[config.mk]
export PLATFORM = sky130hd
export DESIGN_NAME = dl_object_fetcher
export DESIGN_NICKNAME = d
export VERILOG_FILES = /design/src/rtl/maria_pkg.sv /design/src/rtl/dl_mem_port.sv /design/src/rtl/dl_object_fetcher.sv
export SDC_FILE = /design/constraint.sdc
export NUM_CORES = 1
export LEC_CHECK = 0
export CAP_MARGIN = 25
export CORE_MARGIN = 1.5
export CORE_UTILIZATION = 55
export CTS_CLUSTER_SIZE = 20
export DETAILED_ROUTE_END_ITERATION = 16
export GPL_TIMING_DRIVEN = 0
export PLACE_DENSITY_LB_ADDON = 0.12
export REMOVE_ABC_BUFFERS = 1
export SLEW_MARGIN = 15
export SYNTH_ARGS = -nofsm -noshare
export SYNTH_HDL_FRONTEND = slang
export SYNTH_SLANG_ARGS = --single-unit
[constraint.sdc]
create_clock -name clk_sys -period 2.9 [get_ports clk_sys]
set_clock_uncertainty 0.15 [all_clocks]
set_input_delay 0.435 -clock clk_sys [delete_from_list [all_inputs] [get_ports clk_sys]]
set_output_delay 0.435 -clock clk_sys [all_outputs]
set_load 0.05 [all_outputs]
[src/rtl/maria_pkg.sv]
// Shared types and constants for the Maria display-list object fetcher.
// Holds the walker state encoding, header byte offsets and header decode constants.
package maria_pkg;

    typedef enum logic [2:0] {
        ST_IDLE,
        ST_HDR,
        ST_CLR,
        ST_PTR,
        ST_GFX,
        ST_LATCH,
        ST_DONE
    } fetch_state_t;

    localparam logic [2:0] HDR_B0 = 3'd0;
    localparam logic [2:0] HDR_B1 = 3'd1;
    localparam logic [2:0] HDR_B2 = 3'd2;
    localparam logic [2:0] HDR_B3 = 3'd3;
    localparam logic [2:0] HDR_B4 = 3'd4;

    localparam logic [4:0] EXT_HDR_MASK = 5'b00000;
    localparam logic [7:0] END_B1       = 8'h00;
    localparam logic [5:0] WIDTH_BASE   = 6'd32;

    // Width field is stored as a two's-complement count; width 0 means 32 bytes.
    function automatic logic [5:0] byte_count(input logic [4:0] width);
        return WIDTH_BASE - {1'b0, width};
    endfunction

endpackage

[src/rtl/dl_mem_port.sv]
// Request/acknowledge holder: captures an address on rd_start and holds
// mem_req and mem_addr steady until the memory acknowledges.
module dl_mem_port #(
    parameter int ADDR_W = 16
) (
    input  logic              clk_sys,
    input  logic              RESET_N,
    input  logic              rd_start,
    input  logic [ADDR_W-1:0] rd_addr,
    output logic              mem_req,
    output logic [ADDR_W-1:0] mem_addr,
    input  logic              mem_ack,
    output logic              data_valid
);

    logic              mem_req_reg;
    logic [ADDR_W-1:0] mem_addr_reg;

    always_ff @(posedge clk_sys or negedge RESET_N) begin
        if (!RESET_N) begin
            mem_req_reg  <= 1'b0;
            mem_addr_reg <= '0;
        end else if (mem_req_reg) begin
            if (mem_ack) begin
                mem_req_reg <= 1'b0;
            end
        end else if (rd_start) begin
            mem_req_reg  <= 1'b1;
            mem_addr_reg <= rd_addr;
        end
    end

    assign mem_req    = mem_req_reg;
    assign mem_addr   = mem_addr_reg;
    assign data_valid = mem_req_reg & mem_ack;

endmodule

[src/rtl/dl_object_fetcher.sv]
// Walks one zone's display list, decodes object headers, fetches graphics
// bytes (direct or character-indirect) and strobes them into the line RAM.
module dl_object_fetcher
    import maria_pkg::*;
#(
    parameter int ADDR_W  = 16,
    parameter int MAX_OBJ = 64
) (
    input  logic              clk_sys,
    input  logic              RESET_N,
    input  logic              mclk0,
    input  logic              dl_start,
    input  logic [ADDR_W-1:0] dl_addr,
    input  logic [3:0]        zone_offset,
    input  logic [7:0]        CHARBASE,
    input  logic              CWIDTH,
    output logic              mem_req,
    output logic [ADDR_W-1:0] mem_addr,
    input  logic              mem_ack,
    input  logic [7:0]        mem_data,
    output logic [7:0]        hpos,
    output logic [2:0]        PALETTE,
    output logic [7:0]        PIXELS,
    output logic              WM,
    output logic              latch_byte,
    output logic              clear_hpos,
    output logic              busy,
    output logic              done,
    output logic              overrun
);

    localparam int CNT_W = $clog2(MAX_OBJ + 1);

    fetch_state_t      state_reg;
    logic [ADDR_W-1:0] ptr_reg;
    logic [2:0]        hdr_idx_reg;
    logic              ext_reg;
    logic              ind_reg;
    logic              wm_reg;
    logic              second_reg;
    logic [7:0]        b0_reg;
    logic [7:0]        b2_reg;
    logic [7:0]        char_reg;
    logic [2:0]        pal_reg;
    logic [5:0]        n_reg;
    logic [5:0]        i_reg;
    logic [CNT_W-1:0]  obj_cnt_reg;
    logic [7:0]        hpos_reg;
    logic [2:0]        palette_reg;
    logic [7:0]        pixels_reg;
    logic              wm_out_reg;
    logic              overrun_reg;

    logic              data_valid;
    logic              rd_start;
    logic [ADDR_W-1:0] fetch_addr;
    logic [15:0]       addr16;
    logic [7:0]        dgfx_hi;
    logic [7:0]        cgfx_hi;

    assign dgfx_hi = b2_reg + {4'd0, zone_offset};
    assign cgfx_hi = CHARBASE + {4'd0, zone_offset};

    always_comb begin
        addr16 = 16'd0;
        case (state_reg)
            ST_PTR:  addr16 = {b2_reg, b0_reg} + {10'd0, i_reg};
            ST_GFX:  addr16 = ind_reg ? ({cgfx_hi, char_reg} + {15'd0, second_reg})
                                      : ({dgfx_hi, b0_reg} + {10'd0, i_reg});
            default: addr16 = 16'd0;
        endcase
    end

    assign fetch_addr = (state_reg == ST_HDR) ? ptr_reg : ADDR_W'(addr16);

    // A new request is launched on the first idle cycle of any fetching state,
    // so mem_req rises one cycle after the state is entered or after the last ack.
    assign rd_start = ((state_reg == ST_HDR) || (state_reg == ST_PTR) || (state_reg == ST_GFX))
                      && !mem_req;

    dl_mem_port #(
        .ADDR_W (ADDR_W)
    ) u_mem_port (
        .clk_sys    (clk_sys),
        .RESET_N    (RESET_N),
        .rd_start   (rd_start),
        .rd_addr    (fetch_addr),
        .mem_req    (mem_req),
        .mem_addr   (mem_addr),
        .mem_ack    (mem_ack),
        .data_valid (data_valid)
    );

    always_ff @(posedge clk_sys or negedge RESET_N) begin
        if (!RESET_N) begin
            state_reg   <= ST_IDLE;
            ptr_reg     <= '0;
            hdr_idx_reg <= HDR_B0;
            ext_reg     <= 1'b0;
            ind_reg     <= 1'b0;
            wm_reg      <= 1'b0;
            second_reg  <= 1'b0;
            b0_reg      <= 8'd0;
            b2_reg      <= 8'd0;
            char_reg    <= 8'd0;
            pal_reg     <= 3'd0;
            n_reg       <= 6'd0;
            i_reg       <= 6'd0;
            obj_cnt_reg <= '0;
            hpos_reg    <= 8'd0;
            palette_reg <= 3'd0;
            pixels_reg  <= 8'd0;
            wm_out_reg  <= 1'b0;
            overrun_reg <= 1'b0;
        end else begin
            case (state_reg)
                ST_IDLE: begin
                    if (dl_start) begin
                        ptr_reg     <= dl_addr;
                        wm_reg      <= 1'b0;
                        overrun_reg <= 1'b0;
                        obj_cnt_reg <= '0;
                        hdr_idx_reg <= HDR_B0;
                        state_reg   <= ST_HDR;
                    end
                end
                ST_HDR: begin
                    if (data_valid) begin
                        ptr_reg     <= ptr_reg + ADDR_W'(1);
                        hdr_idx_reg <= hdr_idx_reg + 3'd1;
                        case (hdr_idx_reg)
                            HDR_B0: b0_reg <= mem_data;
                            HDR_B1: begin
                                if (mem_data == END_B1) begin
                                    state_reg <= ST_DONE;
                                end else if (mem_data[4:0] == EXT_HDR_MASK) begin
                                    ext_reg <= 1'b1;
                                    wm_reg  <= mem_data[7];
                                    ind_reg <= mem_data[5];
                                end else begin
                                    ext_reg <= 1'b0;
                                    ind_reg <= 1'b0;
                                    pal_reg <= mem_data[7:5];
                                    n_reg   <= byte_count(mem_data[4:0]);
                                end
                            end
                            HDR_B2: b2_reg <= mem_data;
                            HDR_B3: begin
                                if (ext_reg) begin
                                    pal_reg <= mem_data[7:5];
                                    n_reg   <= byte_count(mem_data[4:0]);
                                end else begin
                                    hpos_reg    <= mem_data;
                                    palette_reg <= pal_reg;
                                    wm_out_reg  <= wm_reg;
                                    i_reg       <= 6'd0;
                                    second_reg  <= 1'b0;
                                    state_reg   <= ST_CLR;
                                end
                            end
                            HDR_B4: begin
                                hpos_reg    <= mem_data;
                                palette_reg <= pal_reg;
                                wm_out_reg  <= wm_reg;
                                i_reg       <= 6'd0;
                                second_reg  <= 1'b0;
                                state_reg   <= ST_CLR;
                            end
                            default: state_reg <= ST_IDLE;
                        endcase
                    end
                end
                ST_CLR: begin
                    if (mclk0) begin
                        state_reg <= ind_reg ? ST_PTR : ST_GFX;
                    end
                end
                ST_PTR: begin
                    if (data_valid) begin
                        char_reg  <= mem_data;
                        state_reg <= ST_GFX;
                    end
                end
                ST_GFX: begin
                    if (data_valid) begin
                        pixels_reg <= mem_data;
                        state_reg  <= ST_LATCH;
                    end
                end
                ST_LATCH: begin
                    if (mclk0) begin
                        if (ind_reg && CWIDTH && !second_reg) begin
                            second_reg <= 1'b1;
                            state_reg  <= ST_GFX;
                        end else begin
                            second_reg <= 1'b0;
                            if ((i_reg + 6'd1) == n_reg) begin
                                obj_cnt_reg <= obj_cnt_reg + CNT_W'(1);
                                if (obj_cnt_reg == CNT_W'(MAX_OBJ - 1)) begin
                                    overrun_reg <= 1'b1;
                                    state_reg   <= ST_DONE;
                                end else begin
                                    hdr_idx_reg <= HDR_B0;
                                    state_reg   <= ST_HDR;
                                end
                            end else begin
                                i_reg     <= i_reg + 6'd1;
                                state_reg <= ind_reg ? ST_PTR : ST_GFX;
                            end
                        end
                    end
                end
                ST_DONE: state_reg <= ST_IDLE;
                default: state_reg <= ST_IDLE;
            endcase
        end
    end

    // Strobes are qualified by the live mclk0 so the line RAM always sees them
    // in a cycle it samples; the state holds until that cycle arrives.
    assign latch_byte = (state_reg == ST_LATCH) && mclk0;
    assign clear_hpos = (state_reg == ST_CLR) && mclk0;
    assign done       = (state_reg == ST_DONE);
    assign busy       = (state_reg != ST_IDLE) && (state_reg != ST_DONE);
    assign hpos       = hpos_reg;
    assign PALETTE    = palette_reg;
    assign PIXELS     = pixels_reg;
    assign WM         = wm_out_reg;
    assign overrun    = overrun_reg;

endmodule
==> summary.md, run 1 <==
| Metric | Value |
|---|---|
| Critical Path AT | 2900 ps |
| EDFF count, synth | 0 |
| RSZ-0062 raised after global routing | yes |
| Maximum clock insertion buffer count | 2 |
| Cell Area, Synth | 6990 um^2 |
| Yosys cell types | 70 |
| Worst slack, placed | -722 ps |
| Top cell type by total area after synthesis | dfrtp_1 |
| Initial core utilization | 57.2% |
| Per-cell routed wire length | 17.8 um |
| Die width | 116 um |
| Post-synth top area share | 39.4% |
| Internal power | 0.00475 W |
| Initial DRC count | 513 |
| CTS tree | done |
| CTS Sinks | 110 |
| Synth Register Bits | 110 |
| Sw Share | 49.0% |
| DR pass1 iterations | 6 |
| CP Max Fanout | 4 |
| Fraction of registers with async set/reset | 100% |
| Fmax | 360 MHz |
| TritonCTS Buffers | 9 |
| Psw | 0.00456 W |
| HP Class | flip-flop to flip-flop |
| Vias after detailed routing | 6,025 |
| Max-slew headroom | 51.6% |
| CTS root buf | clkbuf_16 |
| Finished Core Util | 68.5% |
| Status | finished, final reports clean |
| Critical path class | input pin to flip-flop |
| Final worst slack | 124 ps |
| PwrDens | 1110 nW/um^2 |
| # H-tree levels | 3 |
| Pin count of the biggest net entering global routing | 85 |
| Vias in the first global route | 5,935 |
| N_diodes | 0 |
| Sequential power share | 32.0% |
| Die Footprint | 13,400 um^2 |
| Min cycle time layout | 2780 ps |
| First-pass GRT wire length | 29,100 um |
| Cells after Synth | 750 |
| Antenna viol nets, final | 0 |
| FF-to-FF Start | i_reg[0]$_DFFE_PN0P_ |
| Syn Area/Cell | 9.32 um^2 |
| Final Cycle Share | 95.7% |
| Fin Hold WS | 339 ps |
| Yosys warnings | 0 |
| Area Growth Syn to Fin | 19.7% |
| Final setup fails | 0 |
| Ys flop type | dfrtp_1 |
| Fin. max-slew vios | 0 |
| Final hold vios | 0 |
| Grt ovf | 0 |
| Layout Nets | 891 |
| DRC | 0 |
| Num rows | 40 |
| Max cap viols | 0 |
| TNS Setup | 0 ps |
| Initial antenna violation count | 0 |
| Avg Vias per Cell | 6.07 |
| Crit path from | zone_offset[0] |
| Worst-path clk slew | 70 ps |
| Register area share after synthesis | 39.4% |
| Skew-Pair Late Insertion Delay | 360 ps |
| Share of layout cells above drive strength 1 | 14.4% |
| Clock network power share | 12.9% |
| IO Count | 84 |
| Logic pwr share | 55.1% |
| Routability cong. | 0.888 |
| Leakage power | 3.49 nW |
| CP Capture Type | flip-flop |
| Tightest Pin Transition | 726 ps |
| GRT Total Usage | 27.9% |
| Synth top area cells | dfrtp_1 (39%), mux2_2 (7.3%), ha_1 (4.7%) |
| Worst setup SP type | input pin |
| CP required | 3020 ps |
| Routed WL | 17,700 um |
| Hold_sp | u_mem_port.mem_addr[3]$_DFFE_PN0P_ |
| Port bufs | 83 |
| Die Span Y | 116 um |
| Core footprint | 12,200 um^2 |
| Worst IR Drop VDD | 0.000614 V |
| Dpl hpwl | 12,800 um |
[cell families (layout without fill, tap and decap cells)]
group	after synthesis	in the layout	synth area share, %
AND/OR/NAND/NOR	252	252	18.5
flip-flops	110	110	39.4
AO/OA/AOI/OAI	196	196	17.5
adder cells (fa/ha/maj)	29	29	5.51
XOR/XNOR	55	55	6.89
buffers and inverters	51	126	3.19
multiplexers	57	57	9.06
[power by group through the flow]
stage,combinational [W],clock [W],sequential (W)
detailed placement,0.00495,0,0.00298
global route,0.00557,0.00129,0.00309
finish,0.00513,0.00120,0.00298
global placement,0.00480,0,0.00293
CTS,0.00502,0.00122,0.00295
floorplan,0.00281,0,0.00355
[Yosys cell counts, types with 6 or more instances]
cell      count
and3_1       13
a211oi_1      9
mux2i_1       7
nand4_1      11
ha_1         26
o21ai_0      49
buf_2        12
or3_1        11
a21oi_1      55
a22oi_1       9
o21ai_1       9
inv_1        17
nor2_1       51
a31oi_1       9
nor3_1       15
o22ai_1       7
dfrtp_1     110
clkbuf_1     13
xor2_1       24
a21o_1        6
xnor2_1      31
nand2_1      78
nor2b_1       6
nand3_1      34
mux2_2       45
[critical path: stages]
cell and delay [ps]:
clkdlybuf4s50_1 440, ha_1 260, fa_2 380, a211oi_2 230, nor2_1 110, xor2_2 220, nand4_1 140, xnor2_1 180
or4_1 400, o211ai_1 100
[final timing paths]
check                                                            to  slack [ps]  cells after the start
worst max-delay path            u_mem_port.mem_addr[15]$_DFFE_PN0P_         120                     10
worst min-delay path             u_mem_port.mem_addr[3]$_DFFE_PN0P_         340                      2
worst max register to register  u_mem_port.mem_addr[10]$_DFFE_PN0P_         160                     10
worst min register to register   u_mem_port.mem_addr[3]$_DFFE_PN0P_         340                      2
max in group asynchronous                  state_reg[2]$_DFFE_PN0P_        1540                      3
min in group asynchronous                    pal_reg[0]$_DFFE_PN0P_         350                      2
[routing by layer]
metal  vias up  track usage [%]  share of wire (%)
li1       2859                -                  -
met1      2919             37.4                 43
met2       201             45.7                 49
met3        46             4.13                4.9
met4         0             11.5                3.2
met5         -                0                  0
[timing repair]
item	CTS	global route
pin swaps	2	2
setup endpoints to repair	56	26
gates resized for setup	12	19
setup buffers	3	1
hold endpoints to repair	26	0
hold buffers	1	0
[cells in the final DEF, fill, tap and decap left out, types with 26 or more instances in the layout]
cell | Yosys | final
mux2_2 | 45 | 45
o21ai_0 | 49 | 49
ha_1 | 26 | 26
nor2_1 | 51 | 50
nand2_1 | 78 | 76
a21oi_1 | 55 | 55
xnor2_1 | 31 | 31
clkdlybuf4s50_1 | 0 | 79
dfrtp_1 | 110 | 105
nand3_1 | 34 | 34
[layout make-up]
class                      instances  area, um^2
multi-input combinational        589        4120
fill                            1023        3840
sequential                       110        2760
timing repair buffer              91         931
clock buffer                       9         225
tap                              168         210
inverter                          19        71.3
clock inverter                     7        55.1
[per-stage QoR]
step           power (W)  instance area, um^2  cells
6_report         0.00931                 8370    993
3_3_place_gp     0.00773                 7880    969
5_1_grt          0.00994                 8370    993
2_1_floorplan    0.00635                 6840    718
3_5_place_dp     0.00792                 7920    971
4_1_cts          0.00920                 8280    991
Note: power is estimated with default switching activity, not from simulation.
==> run 2: changes to the inputs <==
--- a/config.mk
+++ b/config.mk
@@ -13,7 +13,6 @@
 export GPL_TIMING_DRIVEN = 0
 export PLACE_DENSITY_LB_ADDON = 0.12
 export REMOVE_ABC_BUFFERS = 1
-export SLEW_MARGIN = 15
 export SYNTH_ARGS = -nofsm -noshare
 export SYNTH_HDL_FRONTEND = slang
 export SYNTH_SLANG_ARGS = --single-unit
==> run 2 against run 1 <==
  * Sequential cell count stayed put
  * Global-route usage is 0.11 points higher
  * Critical path type unchanged
  * Power is 1.6% higher
  * Critical endpoint unchanged
  * Largest cell class unchanged
  * Critical path depth stayed put
==> summary.md, run 2 (synthesized netlist as in run 1, its figures left out) <==
| Metric | Value |
|---|---|
| Fill count | 1,006 |
| Maximum clock insertion buffer count | 2 |
| CP required | 3020 ps |
| HP Class | flip-flop to flip-flop |
| Die Footprint | 13,400 um^2 |
| Final Cycle Share | 99.5% |
| Leading cell types in the layout, fill and taps excluded | dfrtp_1 (106), clkdlybuf4s50_1 (78), nand2_1 (77) |
| Final hold vios | 0 |
| Final worst slack | 13.7 ps |
| Flop2flop setup slack | 40 ps |
| RSZ-0062 raised after global routing | yes |
| Finished Cell Area | 8420 um^2 |
| Antenna viol nets, final | 0 |
| Hold_sp | u_mem_port.mem_addr[4]$_DFFE_PN0P_ |
| Area Growth Syn to Fin | 20.4% |
| Max-slew headroom | 31.8% |
| IO Count | 84 |
| WHS Endpoint | u_mem_port.mem_addr[4]$_DFFE_PN0P_ |
| Leakage power | 3.53 nW |
| Critical path class | input pin to flip-flop |
| CTS root buf | clkbuf_16 |
| First-pass GRT wire length | 29,200 um |
| Initial core utilization | 57.2% |
| # H-tree levels | 3 |
| Worst IR Drop VDD | 0.000621 V |
| Layout Nets | 894 |
| PwrDens | 1120 nW/um^2 |
| N_diodes | 0 |
| Routability cong. | 0.888 |
| Share of layout cells above drive strength 1 | 14.1% |
| Skew-Pair Late Insertion Delay | 360 ps |
| Initial DRC count | 461 |
| Reg2reg path depth | 9 |
| Per-cell routed wire length | 17.9 um |
| CP Capture Type | flip-flop |
| Avg Vias per Cell | 6.05 |
| Pin count of the biggest net entering global routing | 57 |
| Worst slack, placed | -730 ps |
| Vias after detailed routing | 6,023 |
| Min cycle time layout | 2890 ps |
| TNS Setup | 0 ps |
| Tightest Pin Transition | 1020 ps |
| CTS tree | done |
| GRT Total Usage | 28.0% |
| Die Span Y | 116 um |
| DRC | 0 |
| Routed WL | 17,900 um |
| TritonCTS Buffers | 9 |
| Die width | 116 um |
| Num rows | 40 |
| CTS Sinks | 110 |
| Post-DP Area | 7910 um^2 |
| Core footprint | 12,200 um^2 |
| DR pass1 iterations | 6 |
| Worst setup SP type | input pin |
| Fmax | 346 MHz |
| CP Max Fanout | 3 |
| Fin. max-slew vios | 0 |
| R2r endpoint | u_mem_port.mem_addr[15]$_DFFE_PN0P_ |
| Hold depth | 2 |
| Most common cell after layout, fill and taps aside | dfrtp_1 |
| Dpl hpwl | 12,800 um |
| Grt ovf | 0 |
| Initial antenna violation count | 0 |
| Worst-path clk slew | 70 ps |
| Max cap viols | 0 |
| Vias in the first global route | 5,971 |
| Final setup fails | 0 |
| Status | finished, final reports clean |
| Port bufs | 83 |
| FF-to-FF Start | b2_reg[0]$_DFFE_PN0P_ |
| Critical Path AT | 3010 ps |
-- run 2: cell count changes in the layout (fill, tap and decap cells not counted), sizes merged --
cell           delta
bufinv            +2
nor3b             +1
buf               +2
clkbuf            +1
clkinv            -1
clkinvlp          -2
dlymetal6s2s      +1
clkdlybuf4s50     -1
-- run 2: worst max-delay path, cell delays in order --
cell	delay, ps
clkdlybuf4s50_1	440
ha_1	250
fa_1	440
xor2_2	260
nand4_1	120
nor3_1	220
nand4_1	150
xnor2_1	180
or4_1	400
o211ai_1	100
-- run 2: how the worst max path moves through the flow --
stage	startpoint	end	slack [ps]	depth (start not counted)
after floorplan	state_reg[0]$_DFFE_PN0P_	b0_reg[0]$_DFFE_PN0P_	200	6
after global placement	RESET_N	u_mem_port.mem_addr[13]$_DFFE_PN0P_	-2860	1
after detailed placement	state_reg[0]$_DFFE_PN0P_	pal_reg[2]$_DFFE_PN0P_	-730	6
after CTS	zone_offset[0]	u_mem_port.mem_addr[15]$_DFFE_PN0P_	-6	10
after global routing	zone_offset[0]	u_mem_port.mem_addr[12]$_DFFE_PN0P_	-160	10
final	zone_offset[0]	u_mem_port.mem_addr[15]$_DFFE_PN0P_	10	10
-- run 2: where the power goes --
group	total (W)	internal, W	switching [W]
Combinational	0.00509	0.00195	0.00315
Sequential	0.00300	0.00218	0.000824
Clock	0.00137	0.000789	0.000580
Total	0.00946	0.00491	0.00455
-- run 2: per-stage QoR --
stage / utilization (%) / hold slack [ps] / total power [W] / std cells
finish: 68.9 / 339 / 0.00946 / 996
global route: 68.9 / 358 / 0.0101 / 996
CTS: 68.2 / 340 / 0.00938 / 993
detailed placement: 64.7 / 323 / 0.00789 / 970
global placement: 64.5 / 319 / 0.00773 / 969
floorplan: - / -10.6 / 0.00635 / 718
-- run 2: final cells by class --
class,instances,area (um^2),area share (%)
timing repair buffer,93,925,11.0
clock buffer,10,239,2.84
inverter,19,71.3,0.847
multi-input combinational,590,4120,48.9
sequential,110,2760,32.8
clock inverter,6,91.3,1.09
tap,168,210,2.50
-- run 2: repair_timing --
item | CTS | global route
gates cloned | 1 | 0
hold endpoints to repair | 7 | 0
gates resized for setup | 12 | 17
pin swaps | 1 | 2
buffers inserted | 5 | 3
endpoints found under the setup margin | 57 | 29
hold buffers | 1 | 0
-- run 2: metal layers --
| layer | part of all wire (%) | GRT usage [%] | up-vias | routed length (um) |
|---|---|---|---|---|
| met5 | 0 | 0 | - | 0 |
| met4 | 2.2 | 9.19 | 0 | 401 |
| met3 | 4.7 | 5.02 | 34 | 848 |
| met2 | 50 | 47.8 | 191 | 8880 |
| met1 | 43 | 36.3 | 2929 | 7730 |
| li1 | - | - | 2869 | - |
==> run 3: changes to the inputs <==
--- a/config.mk
+++ b/config.mk
@@ -5,6 +5,7 @@
 export SDC_FILE = /design/constraint.sdc
 export NUM_CORES = 1
 export LEC_CHECK = 0
+export ABC_AREA = 1
 export CAP_MARGIN = 25
 export CORE_MARGIN = 1.5
 export CORE_UTILIZATION = 55
==> run 3 against run 2 <==
  * Power shrank 15%
  * Area after synthesis grew 4.3%
  * Sequential share of layout area shrank 0.62 points
  * Routed wire length grew 3.1%
  * Synthesized cell count grew 34%
  * Combinational power shrank 17%
  * Non-clock buffer count shrank 8
  * Via count grew 14%
==> summary.md, run 3 <==
| Metric | Value |
|---|---|
| Status | finished, final reports clean |
| N_diodes | 0 |
| Max cap viols | 0 |
| CTS Sinks | 110 |
| Crit path max-delay family | buffers and inverters |
| PwrDens | 939 nW/um^2 |
| CP cell instances | inv_1 > nand2_1 > nor2_1 > inv_1 > nor2_1 > clkdlybuf4s50_1 |
| Fill count | 1,148 |
| Pin count of the biggest net entering global routing | 64 |
| Clock network power share | 14.6% |
| EDFF count, synth | 0 |
| Syn Area/Cell | 7.25 um^2 |
| Fin. max-slew vios | 0 |
| Top-count cell post-synth | nand2_1 |
| Synth Register Bits | 110 |
| Num rows | 41 |
| Vias after detailed routing | 6,870 |
| Initial core utilization | 57.1% |
| Ys flop type | dfrtp_1 |
| Layout Nets | 1,148 |
| Slowest library cell on the worst path | clkdlybuf4s50_1 |
| CTS root buf | clkbuf_16 |
| Area Growth Syn to Fin | 17.3% |
| Tightest Pin Transition | 655 ps |
| CP required | 2320 ps |
| Synth top cells by count | nand2_1 (297), dfrtp_1 (110), inv_1 (102) |
| Die Span Y | 118 um |
| Final hold vios | 0 |
| Crit path buf inv count | 3 |
| DRC | 0 |
| Most common cell after layout, fill and taps aside | nand2_1 |
| IO Count | 84 |
| Critical Path AT | 2190 ps |
| Maximum clock insertion buffer count | 2 |
| Avg Vias per Cell | 5.48 |
| # H-tree levels | 3 |
| GRT Total Usage | 27.5% |
| Die width | 118 um |
| Yosys cell types | 55 |
| HP Class | flip-flop to flip-flop |
| Cell Area, Synth | 7290 um^2 |
| Internal power | 0.00408 W |
| Post-synth top area share | 37.8% |
| Dpl hpwl | 13,400 um |
| Initial DRC count | 475 |
| Register area | 2750 um^2 |
| Fraction of registers with async set/reset | 100% |
| Worst setup SP type | flip-flop |
| Die Footprint | 14,000 um^2 |
| Cells after Synth | 1,006 |
| Synth top area cells | dfrtp_1 (38%), nand2_1 (15%), o21ai_0 (6.2%) |
| Skew-Pair Late Insertion Delay | 360 ps |
| Max stage delay on crit path | 810 ps |
| CP Capture Type | output port |
| Worst-path clk slew | 70 ps |
| DR pass1 iterations | 5 |
| CTS tree | done |
| Fin Hold WS | 328 ps |
| Port bufs | 83 |
| Initial antenna violation count | 0 |
| Vias in the first global route | 6,450 |
| Worst IR Drop VDD | 0.000553 V |
| Share of layout cells above drive strength 1 | 8.23% |
| Leakage power | 4.05 nW |
| Top cell type by total area after synthesis | dfrtp_1 |
| Core footprint | 12,800 um^2 |
| Leading cell types in the layout, fill and taps excluded | nand2_1 (295), dfrtp_1 (109), inv_1 (102) |
| Min cycle time layout | 2770 ps |
| Critical path class | flip-flop to output port |
| Finished Core Util | 67.0% |
| Routed WL | 18,400 um |
| Antenna viol nets, final | 0 |
| Psw | 0.00395 W |
| Fmax | 361 MHz |
| TritonCTS Buffers | 9 |
| TNS Setup | 0 ps |
| Post-CTS Setup Bufs | 0 |
| First-pass GRT wire length | 30,800 um |
| Multi-input logic area | 4000 um^2 |
| Register area share after synthesis | 37.8% |
| Routability cong. | 0.940 |
| Final Cycle Share | 95.5% |
| Sequential power share | 32.7% |
| Logic pwr share | 52.7% |
| Per-cell routed wire length | 14.7 um |
| Yosys warnings | 0 |
| Grt ovf | 0 |
| CP Max Fanout | 7 |
| Sw Share | 49.2% |
| Final setup fails | 0 |
| Max-slew headroom | 56.4% |
run 3: changes by cell type after synthesis, sizes merged, moves of 23 or more:
cell / previous run / this run
nor2: 53 / 83
mux2: 50 / 7
nand3: 35 / 86
inv: 19 / 113
nand2: 79 / 306
xnor2: 31 / 8
o21ai: 58 / 116
run 3: power groups by stage:
stage	Sequential [W]	Clock (W)	Combinational (W)
6_report	0.00263	0.00117	0.00423
4_1_cts	0.00261	0.00120	0.00423
2_1_floorplan	0.00312	0	0.00244
3_5_place_dp	0.00264	0	0.00419
3_3_place_gp	0.00263	0	0.00412
5_1_grt	0.00270	0.00126	0.00473
run 3: path summary, 6_finish.rpt:
path                       cells after the start                                  end                                start  slack [ps]
hold / removal                                 2  u_mem_port.mem_addr[15]$_DFFE_PN0P_  u_mem_port.mem_addr[15]$_DFFE_PN0P_         330
hold reg to reg                                2  u_mem_port.mem_addr[15]$_DFFE_PN0P_  u_mem_port.mem_addr[15]$_DFFE_PN0P_         330
min in group asynchronous                      2  u_mem_port.mem_addr[13]$_DFFE_PN0P_                              RESET_N         420
max in group asynchronous                      3                 i_reg[0]$_DFFE_PN0P_                              RESET_N        1500
setup reg to reg                               5                       WM$_DFFE_PN0P_             state_reg[1]$_DFFE_PN0P_         160
setup / recovery                               6                           clear_hpos             state_reg[2]$_DFFE_PN0P_         130
run 3: per-stage QoR:
| step | setup slack (ps) | total power, W | std cells | area (um^2) |
|---|---|---|---|---|
| 3_5_place_dp | -308 | 0.00683 | 1236 | 8220 |
| 4_1_cts | 40.6 | 0.00804 | 1253 | 8510 |
| 5_1_grt | -4.02 | 0.00869 | 1253 | 8550 |
| 6_report | 129 | 0.00803 | 1253 | 8550 |
| 3_3_place_gp | -3130 | 0.00675 | 1235 | 8190 |
| 2_1_floorplan | 470 | 0.00556 | 980 | 7140 |
run 3: cell families after synthesis:
kind of cell | share of synthesized area (%)
mux | 1.08
flops | 37.8
compound gates | 14.6
fa+ha+maj | 5.29
xor+xnor | 2.52
simple gates | 30.8
buf+inv | 8.00
run 3: worst register-to-register path, stage by stage (launching register included):
cell and delay, ps:
dfrtp_1 470, nor2_2 300, nand2_4 330, inv_4 400
nand4_1 530, mux2_2 460
run 3: cell type report:
class / instances / area share, %
Inverter: 114 / 5.14
Timing Repair Buffer: 85 / 10.2
Clock buffer: 9 / 2.63
Clock inverter: 6 / 0.571
Tap cell: 172 / 2.52
Sequential cell: 110 / 32.2
Multi-Input combinational cell: 757 / 46.7
run 3: repair_timing:
action,in CTS,in global routing
setup endpoints to repair,12,10
hold buffers,1,0
gates cloned,1,0
pin swaps,1,1
endpoints found under the hold margin,47,0
resized for setup,1,13
run 3: per-layer routing:
| metal | track usage (%) | up-vias | wire [um] |
|---|---|---|---|
| met5 | 0 | - | 0 |
| met4 | 11.3 | 0 | 544 |
| met3 | 4.63 | 42 | 853 |
| met2 | 45.2 | 205 | 8640 |
| met1 | 36.0 | 3169 | 8370 |
| li1 | - | 3454 | - |
